### config.mk
export PLATFORM = sky130hd
export DESIGN_NAME = mole_link_tx
export DESIGN_NICKNAME = d
export VERILOG_FILES = /design/src/rtl/mole_link_pkg.sv /design/src/rtl/sync_2ff.sv /design/src/rtl/mole_link_tx.sv
export SDC_FILE = /design/constraint.sdc
export NUM_CORES = 1
export LEC_CHECK = 0
export CAP_MARGIN = 20
export CORE_UTILIZATION = 60
export CTS_CLUSTER_SIZE = 28
export DETAILED_ROUTE_END_ITERATION = 8
export DONT_BUFFER_PORTS = 1
export PLACE_DENSITY = 0.79
export SLEW_MARGIN = 20
export SYNTH_ARGS = -nofsm -noshare
export SYNTH_HDL_FRONTEND = slang
export SYNTH_SLANG_ARGS = --single-unit
### constraint.sdc
create_clock -name clk -period 2.79 [get_ports clk]
set_input_delay 0.6975 -clock clk [delete_from_list [all_inputs] [get_ports clk]]
set_output_delay 0.6975 -clock clk [all_outputs]
set_load 0.05 [all_outputs]
### src/rtl/mole_link_pkg.sv
// Shared definitions for the FPGA -> Arduino whack-a-mole command link.
// MOLE_LINK_PARITY_EN adds the parity state to the transmitter state enum.
package mole_link_pkg;

    localparam int PAYLOAD_W = 6;

    typedef enum logic [1:0] {
        CMD_CLEAR     = 2'b00,
        CMD_SHOW      = 2'b01,
        CMD_HIT_OK    = 2'b10,
        CMD_GAME_OVER = 2'b11
    } mole_cmd_t;

    typedef enum logic [2:0] {
        ST_IDLE,
        ST_START,
        ST_DATA,
        ST_STOP,
        ST_WAIT_ACK
`ifdef MOLE_LINK_PARITY_EN
        ,
        ST_PARITY
`endif
    } tx_state_t;

    // Even parity: the returned bit makes the total count of ones even.
    function automatic logic even_parity(input logic [PAYLOAD_W-1:0] payload);
        return ^payload;
    endfunction

endpackage

### src/rtl/sync_2ff.sv
// Two-flop synchronizer for asynchronous inbound Arduino wires.
module sync_2ff #(
    parameter int WIDTH = 1
) (
    input  logic             clk,
    input  logic             resetn,
    input  logic [WIDTH-1:0] d,
    output logic [WIDTH-1:0] q
);

    logic [WIDTH-1:0] meta_q;
    logic [WIDTH-1:0] sync_q;

    always_ff @(posedge clk or negedge resetn) begin
        if (!resetn) begin
            meta_q <= '0;
            sync_q <= '0;
        end else begin
            meta_q <= d;
            sync_q <= meta_q;
        end
    end

    assign q = sync_q;

endmodule

### src/rtl/mole_link_tx.sv
// Serial command transmitter to the Arduino box controller with ack/timeout/retry.
// Define MOLE_LINK_PARITY_EN to append an even-parity bit before the stop bit.
module mole_link_tx #(
    parameter int CLKS_PER_BIT = 16,
    parameter int ACK_TIMEOUT  = 1024,
    parameter int MAX_RETRY    = 2
) (
    input  logic       clk,
    input  logic       resetn,
    input  logic       iLoad,
    input  logic [1:0] iCmd,
    input  logic [3:0] iBox,
    output logic       oReady,
    output logic       oDone,
    output logic       oError,
    output logic       oTx,
    input  logic       iAck
);

    import mole_link_pkg::*;

    localparam int CW = (CLKS_PER_BIT > 1) ? $clog2(CLKS_PER_BIT) : 1;
    localparam int WW = (ACK_TIMEOUT > 1) ? $clog2(ACK_TIMEOUT) : 1;
    localparam int RW = (MAX_RETRY > 0) ? $clog2(MAX_RETRY + 1) : 1;
    localparam int BW = $clog2(PAYLOAD_W);

    localparam logic [CW-1:0] CLK_LAST  = CW'(CLKS_PER_BIT - 1);
    localparam logic [WW-1:0] WAIT_LAST = WW'(ACK_TIMEOUT - 1);
    localparam logic [RW-1:0] RETRY_MAX = RW'(MAX_RETRY);
    localparam logic [BW-1:0] BIT_LAST  = BW'(PAYLOAD_W - 1);

    tx_state_t              state_q, state_d;
    logic [CW-1:0]          clk_cnt_q, clk_cnt_d;
    logic [BW-1:0]          bit_idx_q, bit_idx_d;
    logic [WW-1:0]          wait_cnt_q, wait_cnt_d;
    logic [RW-1:0]          retry_q, retry_d;
    logic [PAYLOAD_W-1:0]   payload_q, payload_d;
    logic                   tx_q, tx_d;
    logic                   done_q, done_d;
    logic                   error_q, error_d;
    logic                   ack_sync;
    logic                   ack_prev_q;
    logic                   ack_edge;
    logic                   bit_end;

    sync_2ff #(.WIDTH(1)) u_ack_sync (
        .clk    (clk),
        .resetn (resetn),
        .d      (iAck),
        .q      (ack_sync)
    );

    assign ack_edge = ack_sync & ~ack_prev_q;
    assign bit_end  = (clk_cnt_q == CLK_LAST);

    always_ff @(posedge clk or negedge resetn) begin
        if (!resetn) begin
            state_q    <= ST_IDLE;
            clk_cnt_q  <= '0;
            bit_idx_q  <= '0;
            wait_cnt_q <= '0;
            retry_q    <= '0;
            payload_q  <= '0;
            tx_q       <= 1'b1;
            done_q     <= 1'b0;
            error_q    <= 1'b0;
            ack_prev_q <= 1'b0;
        end else begin
            state_q    <= state_d;
            clk_cnt_q  <= clk_cnt_d;
            bit_idx_q  <= bit_idx_d;
            wait_cnt_q <= wait_cnt_d;
            retry_q    <= retry_d;
            payload_q  <= payload_d;
            tx_q       <= tx_d;
            done_q     <= done_d;
            error_q    <= error_d;
            ack_prev_q <= ack_sync;
        end
    end

    // The line value is computed one cycle ahead so oTx comes straight from a flop.
    always_comb begin
        state_d    = state_q;
        clk_cnt_d  = clk_cnt_q;
        bit_idx_d  = bit_idx_q;
        wait_cnt_d = wait_cnt_q;
        retry_d    = retry_q;
        payload_d  = payload_q;
        tx_d       = tx_q;
        done_d     = 1'b0;
        error_d    = 1'b0;

        unique case (state_q)
            ST_IDLE: begin
                tx_d = 1'b1;
                if (iLoad) begin
                    payload_d = {iCmd, iBox};
                    retry_d   = '0;
                    clk_cnt_d = '0;
                    tx_d      = 1'b0;
                    state_d   = ST_START;
                end
            end

            ST_START: begin
                clk_cnt_d = bit_end ? '0 : clk_cnt_q + CW'(1);
                if (bit_end) begin
                    bit_idx_d = '0;
                    tx_d      = payload_q[0];
                    state_d   = ST_DATA;
                end
            end

            ST_DATA: begin
                clk_cnt_d = bit_end ? '0 : clk_cnt_q + CW'(1);
                if (bit_end) begin
                    if (bit_idx_q == BIT_LAST) begin
`ifdef MOLE_LINK_PARITY_EN
                        tx_d    = even_parity(payload_q);
                        state_d = ST_PARITY;
`else
                        tx_d    = 1'b1;
                        state_d = ST_STOP;
`endif
                    end else begin
                        bit_idx_d = bit_idx_q + BW'(1);
                        tx_d      = payload_q[bit_idx_q + BW'(1)];
                    end
                end
            end

`ifdef MOLE_LINK_PARITY_EN
            ST_PARITY: begin
                clk_cnt_d = bit_end ? '0 : clk_cnt_q + CW'(1);
                if (bit_end) begin
                    tx_d    = 1'b1;
                    state_d = ST_STOP;
                end
            end
`endif

            ST_STOP: begin
                clk_cnt_d = bit_end ? '0 : clk_cnt_q + CW'(1);
                if (bit_end) begin
                    wait_cnt_d = '0;
                    state_d    = ST_WAIT_ACK;
                end
            end

            // An ack edge outranks a timeout landing in the same cycle.
            ST_WAIT_ACK: begin
                tx_d = 1'b1;
                if (ack_edge) begin
                    done_d  = 1'b1;
                    state_d = ST_IDLE;
                end else if (wait_cnt_q == WAIT_LAST) begin
                    if (retry_q < RETRY_MAX) begin
                        retry_d   = retry_q + RW'(1);
                        clk_cnt_d = '0;
                        tx_d      = 1'b0;
                        state_d   = ST_START;
                    end else begin
                        error_d = 1'b1;
                        state_d = ST_IDLE;
                    end
                end else begin
                    wait_cnt_d = wait_cnt_q + WW'(1);
                end
            end

            default: begin
                tx_d    = 1'b1;
                state_d = ST_IDLE;
            end
        endcase
    end

    assign oReady = (state_q == ST_IDLE);
    assign oDone  = done_q;
    assign oError = error_q;
    assign oTx    = tx_q;

endmodule
# Word level (Yosys, flattened, before mapping)

Index checks and enable logic that the tools add are counted.

Mux-type cells: 43
Order comparisons: 2
Reduce and logical (&&, ||, !) cells: 13
Equal/unequal tests: 18
$add $sub $neg: 4
Bitwise operators: 3

Operator list:

| cell                    | number |
|---|---|
| $mux W10                | 3 |
| $mux W3                 | 10 |
| $mux W4                 | 5 |
| $ne A2 B2 Y1 const B    | 10 |
| $pmux W10 S2            | 1 |
| $pmux W3 S5             | 1 |
| $mux W1                 | 14 |
| $pmux W4 S3             | 1 |
| $add A10 B1 Y10 const B | 1 |
| $eq A10 B10 Y1 const B  | 1 |
| $reduce_and A5 Y1       | 2 |
| $mux W2                 | 4 |
| $reduce_and A4 Y1       | 2 |
| $eq A3 B2 Y1 const B    | 2 |
| $eq A3 B3 Y1 const B    | 2 |
| $pmux W3 S2             | 1 |
| $reduce_and A6 Y1       | 1 |
| $reduce_bool A2 Y1      | 3 |
| $pmux W1 S5             | 1 |
| $add A4 B1 Y4 const B   | 1 |
| $eq A4 B4 Y1 const B    | 1 |
| $lt A3 B4 Y1 const B    | 1 |
| $pmux W2 S2             | 1 |
| $add A3 B1 Y3 const B   | 1 |
| 12 further kinds        | 13 |

Logic and storage cells: 95
Flip-flop bits (word level): 34
Output and inout bits: 4
Bits of input ports: 10

# Depth between registers and ports, before layout

Depth in word-level cells: 6
Gate-level depth with buffers: 7
Depth with buffers taken out: 7

# Hierarchy

A second synthesis with hierarchy kept.

Cell total of the unflattened synthesis: 176
Area total of the unflattened synthesis: 1793.0 sq um

Modules (own cells, without submodules):

| module       | instances | area an instance (sq um) | seq. area each (sq um) | cells an instance |
|---|---|---|---|---|
| mole_link_tx | 1         | 1742.9                   | 802.0                  | 174 |
| sync_2ff     | 1         | 50.0                     | 50.0                   | 2 |

# Worst setup path before layout

OpenSTA, ideal clock, no wires.

Path type: reg2reg
Start point: reg state_q[0]
End point: reg payload_q[0]
Data required time: 2665 ps
Slack: 463 ps
Library setup time: 125 ps
Period minus slack after synthesis: 2327 ps
Data arrival time: 2202 ps
Buffers on the path: 2
Cell stages (with the launch flop): 7
Cells stage by stage: dfrtp_1 > buf_2 > or2_2 > nor2_1 > and2_1 > buf_2 > mux2_2

Word-level cells in the longest chain between the ends: 2

RTL lines:

| what                        | RTL line           | source |
|---|---|---|
| from (decl)                 | mole_link_tx.sv:32 | `tx_state_t state_q, state_d;` |
| from (signal assigned)      | mole_link_tx.sv:69 | `state_q <= state_d;` |
| $logic_not A3 Y1            | n/a                |  |
| via oReady                  | mole_link_tx.sv:13 | `output logic oReady,` |
| $reduce_and A2 Y1 (no line) | n/a                |  |
| to (signal assigned)        | mole_link_tx.sv:74 | `payload_q <= payload_d;` |
| to (decl)                   | mole_link_tx.sv:37 | `logic [PAYLOAD_W-1:0] payload_q, payload_d;` |

The timed path passes the listed nets, and every way through them passes these cells.
A chain may end at the register's enable or synchronous reset.

# Worst setup path in the final report

Start point: reg state_q[1]
End point: out oReady

Word-level cells in the longest chain between the ends: 1

RTL lines:

| what             | RTL line            | source |
|---|---|---|
| $logic_not A3 Y1 | mole_link_tx.sv:179 | `assign oReady = (state_q == ST_IDLE);` |
| to (decl)        | mole_link_tx.sv:13  |  |

Every way passes these cells.

==> Implementation_results.wiki <==
{| class="wikitable"
! Metric !! Value
|-
| Syn avg cell area || between 10 and 15 um^2
|-
| IO buf count || 0
|-
| Cells on worst reg2reg path || 5
|-
| Pin count of the biggest net entering global routing || 35
|-
| Total global routing overflow || 0
|-
| Clock tree from TritonCTS || built
|-
| Final nets || 194
|-
| Number of distinct library cell variants in the gate-level netlist after synthesis || 47
|-
| Share of Yosys cell area claimed by the top area cell type || 0.4567
|-
| Effective utilization at floorplan || 0.6445
|-
| Transition time of the tightest slew-check pin || 0.5567 ns
|-
| Unrepaired setup endpoints after global routing || no
|-
| Total Die Area || around 3200 um^2
|-
| Growth of design area from synthesis to finish || 5.329%
|-
| Flops & latches, synth || 34
|-
| Share of flip-flops with an asynchronous set or reset || 1.000
|-
| Routed via count divided by cell count || approximately 6.3
|-
| Share of post-route cells with drive strength above 1 || 0.1492
|-
| Synth warnings || 0
|-
| Count of antenna diodes in the layout || 0
|-
| Total of endpoints with negative setup slack in the final report || 0
|-
| Max Cap Violations || 0
|-
| Critical path startpoint category || register
|-
| Half-perimeter wire length after placement || between 2000 and 2500 um
|-
| Total number of clock tree sinks || 34
|-
| Total nets after synthesis || about 190
|-
| First-iteration detailed-routing DRC count || 58
|-
| Biggest area contributors in the synthesized netlist || sky130_fd_sc_hd__dfrtp_1 (46%), sky130_fd_sc_hd__mux2_2 (6.2%), sky130_fd_sc_hd__nor2_1 (4.6%)
|-
| Hold-fix buffers at CTS || 0
|-
| Chip Height || 56.90 um
|-
| Wire length after detailed routing || around 3400 um
|-
| Depth of the CTS H-tree || 2
|-
| Finished Layout Cells || between 200 and 250
|-
| Met3 capacity usage during global routing || 0.05760
|-
| Final clock period utilization by the worst path || 0.8481
|-
| Maximum fanout along the worst path || 15
|-
| Capture instance of the worst register-to-register path || state_q[0]
|-
| 1st-pass router iterations || 4
|-
| Hold Violations, Final || 0
|-
| Comb power frac || 0.004
|-
| Routability-driven placement congestion ratio || ~0.87
|-
| Ratio of total power to cell area || between 400 and 500 nW/um^2
|-
| Total instance count after detailed placement || approximately 200
|-
| Crit path arrival time || 1.67 ns
|-
| P_sw || ~170 uW
|-
| Maximum clock frequency || ~420 MHz
|-
| Worst-path clk slew || approximately 0.11 ns
|-
| Worst setup endpoint || oReady
|-
| Largest vdd supply drop || between 400 and 500 uV
|-
| Number of setup buffers added after CTS || 0
|-
| Status || finished, final reports clean
|-
| Syn Std Cell Area || roughly 1800 um^2
|-
| Number of global-route vias before repair || between 1000 and 1500
|-
| Worst slew margin relative to its limit || 0.6267
|-
| Final setup TNS || 0 ns
|-
| Cell count after synthesis || around 180
|-
| Mean routed wirelength per cell || 16.20 um
|-
| Global-route wire length before repair || 6023 um
|-
| Minimum period implied by the final worst setup slack || approximately 2.4 ns
|-
| Portion of total power attributed to sequential cells || 0.580
|-
| Clk buf depth || 2
|-
| Number of vias after detailed routing || between 1000 and 1500
|-
| Worst R2R Start || state_q[2]
|-
| Leakage power || approximately 0.88 nW
|-
| Floorplan Core Area || 2805 um^2
|-
| Met2 usage in global routing || 0.3731
|-
| P_int || about 680 uW
|-
| Worst setup path start || state_q[1]
|-
| Row count || 19
|-
| Endpoint type of the worst setup path || primary output
|-
| GRT busiest layer || met2
|-
| Number of CTS-inserted buffers || 5
|-
| Most numerous cell types in the synthesized netlist || sky130_fd_sc_hd__dfrtp_1 (33), sky130_fd_sc_hd__nor2_1 (22), sky130_fd_sc_hd__nand2_1 (15), sky130_fd_sc_hd__mux2_2 (10), sky130_fd_sc_hd__o21ai_0 (9)
|-
| Clock Latency Late Sink || between 0.3 and 0.4 ns
|-
| Die outline width || 56.90 um
|-
| Count of flip-flops with a built-in enable after synthesis || 0
|-
| Worst Path Class, Setup || reg -> out
|-
| Remaining routing DRC violations || 0
|-
| Primary FF master, synth || sky130_fd_sc_hd__dfrtp_1
|-
| ANT nets after route || 0
|-
| Flop2flop setup slack || between 0.7 and 0.8 ns
|-
| Antenna violations before repair || 0
|-
| Slew Limit Fails || 0
|-
| Fill cell instance count of the final layout || about 230
|-
| Most frequent cell after synthesis || sky130_fd_sc_hd__dfrtp_1
|-
| Switching Fraction || 0.2025
|-
| Clock root buffer master || sky130_fd_sc_hd__clkbuf_4
|-
| Post-CTS Resized || 0
|-
| Share of the yosys chip area belonging to registers || 0.4713
|-
| Met1 Resource Use GR || 0.3328
|-
| Required time at the worst-slack endpoint || roughly 2.1 ns
|-
| Clk pwr share || 0.416
|-
| I/O pin total || 14
|-
| GRT Overall Usage || 0.2509
|-
| Yosys top cell by area || sky130_fd_sc_hd__dfrtp_1
|-
| Class of the tightest hold or removal check || in -> async
|-
| Worst setup skew after layout || between 0.01 and 0.015 ns
|}
[worst min-delay path by stage]
stage | slack, ns | cells after the start | to | start
final | 0.03 | 0 | oDone | resetn
after global routing | 0.006 | 0 | ack_prev_q | resetn
after CTS | 0.02 | 0 | retry_q[0] | resetn
after detailed placement | 0.35 | 0 | u_ack_sync.q | u_ack_sync.meta_q
after global placement | 0.34 | 0 | u_ack_sync.q | u_ack_sync.meta_q
after floorplan | 0.33 | 0 | u_ack_sync.q | u_ack_sync.meta_q
[layer usage]
layer | up-vias | share of wire
met5 | - | 0
met4 | 0 | 0.015
met3 | 8 | 0.064
met2 | 56 | 0.47
met1 | 620 | 0.45
li1 | 647 | -
[cell type report]
class	count	area [um^2]	area share
clock buffer	5	37.54	0.01971
timing repair buffer	2	15.01	0.007884
tap	31	38.79	0.02037
clock inverter	3	40.04	0.02102
sequential	34	852.1	0.4474
multi-input combinational	134	909.6	0.4777
inverter	3	11.26	0.005913
[through the flow]
step	hold WS (ns)	setup WS [ns]	total power [mW]	area [um^2]	util
6_report	0.02748	0.4237	0.8545	1904	0.6789
5_1_grt	0.006305	0.2995	0.8825	1904	0.6789
4_1_cts	0.01762	0.4198	0.8663	1904	0.6789
3_5_place_dp	0.3470	0.8142	0.5089	1827	0.6512
3_3_place_gp	0.3377	0.8666	0.5089	1827	0.6512
2_1_floorplan	0.3312	0.4628	0.5080	1808	-
[cells in the final DEF (no fill, tap or decap), types with 4 or more instances in the layout]
| cell type | n |
|---|---|
| sky130_fd_sc_hd__nand2_1 | 15 |
| sky130_fd_sc_hd__and2_1 | 5 |
| sky130_fd_sc_hd__nand3_1 | 7 |
| sky130_fd_sc_hd__o21ai_0 | 9 |
| sky130_fd_sc_hd__xor2_1 | 4 |
| sky130_fd_sc_hd__clkbuf_4 | 5 |
| sky130_fd_sc_hd__nor2_1 | 22 |
| sky130_fd_sc_hd__nand2b_1 | 4 |
| sky130_fd_sc_hd__ha_1 | 4 |
| sky130_fd_sc_hd__mux2_2 | 10 |
| sky130_fd_sc_hd__a21oi_1 | 4 |
| sky130_fd_sc_hd__dfrtp_1 | 33 |
| sky130_fd_sc_hd__nor3_1 | 6 |
[flip-flops by register name, indices dropped and copies added, names as in the netlist]
name	flops
ack_prev_q	1
bit_idx_q	3
clk_cnt_q	4
oDone	1
oError	1
oTx	1
payload_q	6
retry_q	2
state_q	3
u_ack_sync.meta_q	1
u_ack_sync.q	1
wait_cnt_q	10
[worst max-delay path, stage by stage (launching register included)]
cell and delay (ns):
sky130_fd_sc_hd__dfrtp_1 0.54, sky130_fd_sc_hd__or2_2 0.38, sky130_fd_sc_hd__nor2_1 0.16, sky130_fd_sc_hd__buf_4 0.23
[logic make-up (layout without fill, tap and decap cells)]
| family | Yosys count | after routing | share of synthesized area |
|---|---|---|---|
| flip-flops | 34 | 34 | 0.4713 |
| adder cells (fa/ha/maj) | 5 | 5 | 0.03322 |
| AO/OA/AOI/OAI | 37 | 37 | 0.1557 |
| AND/OR/NAND/NOR | 73 | 73 | 0.1993 |
| multiplexers | 12 | 12 | 0.08097 |
| buffers and inverters | 9 | 13 | 0.02560 |
| XOR/XNOR | 7 | 7 | 0.03391 |
[power by group through the flow]
stage	Clock (mW)	Sequential (mW)	Combinational [mW]
2_1_floorplan	0	0.505	0.00284
3_3_place_gp	0	0.505	0.00353
3_5_place_dp	0	0.506	0.00340
4_1_cts	0.367	0.496	0.00342
5_1_grt	0.383	0.496	0.00382
6_report	0.355	0.496	0.00350
No activity file was read; power rests on OpenSTA's default activity.
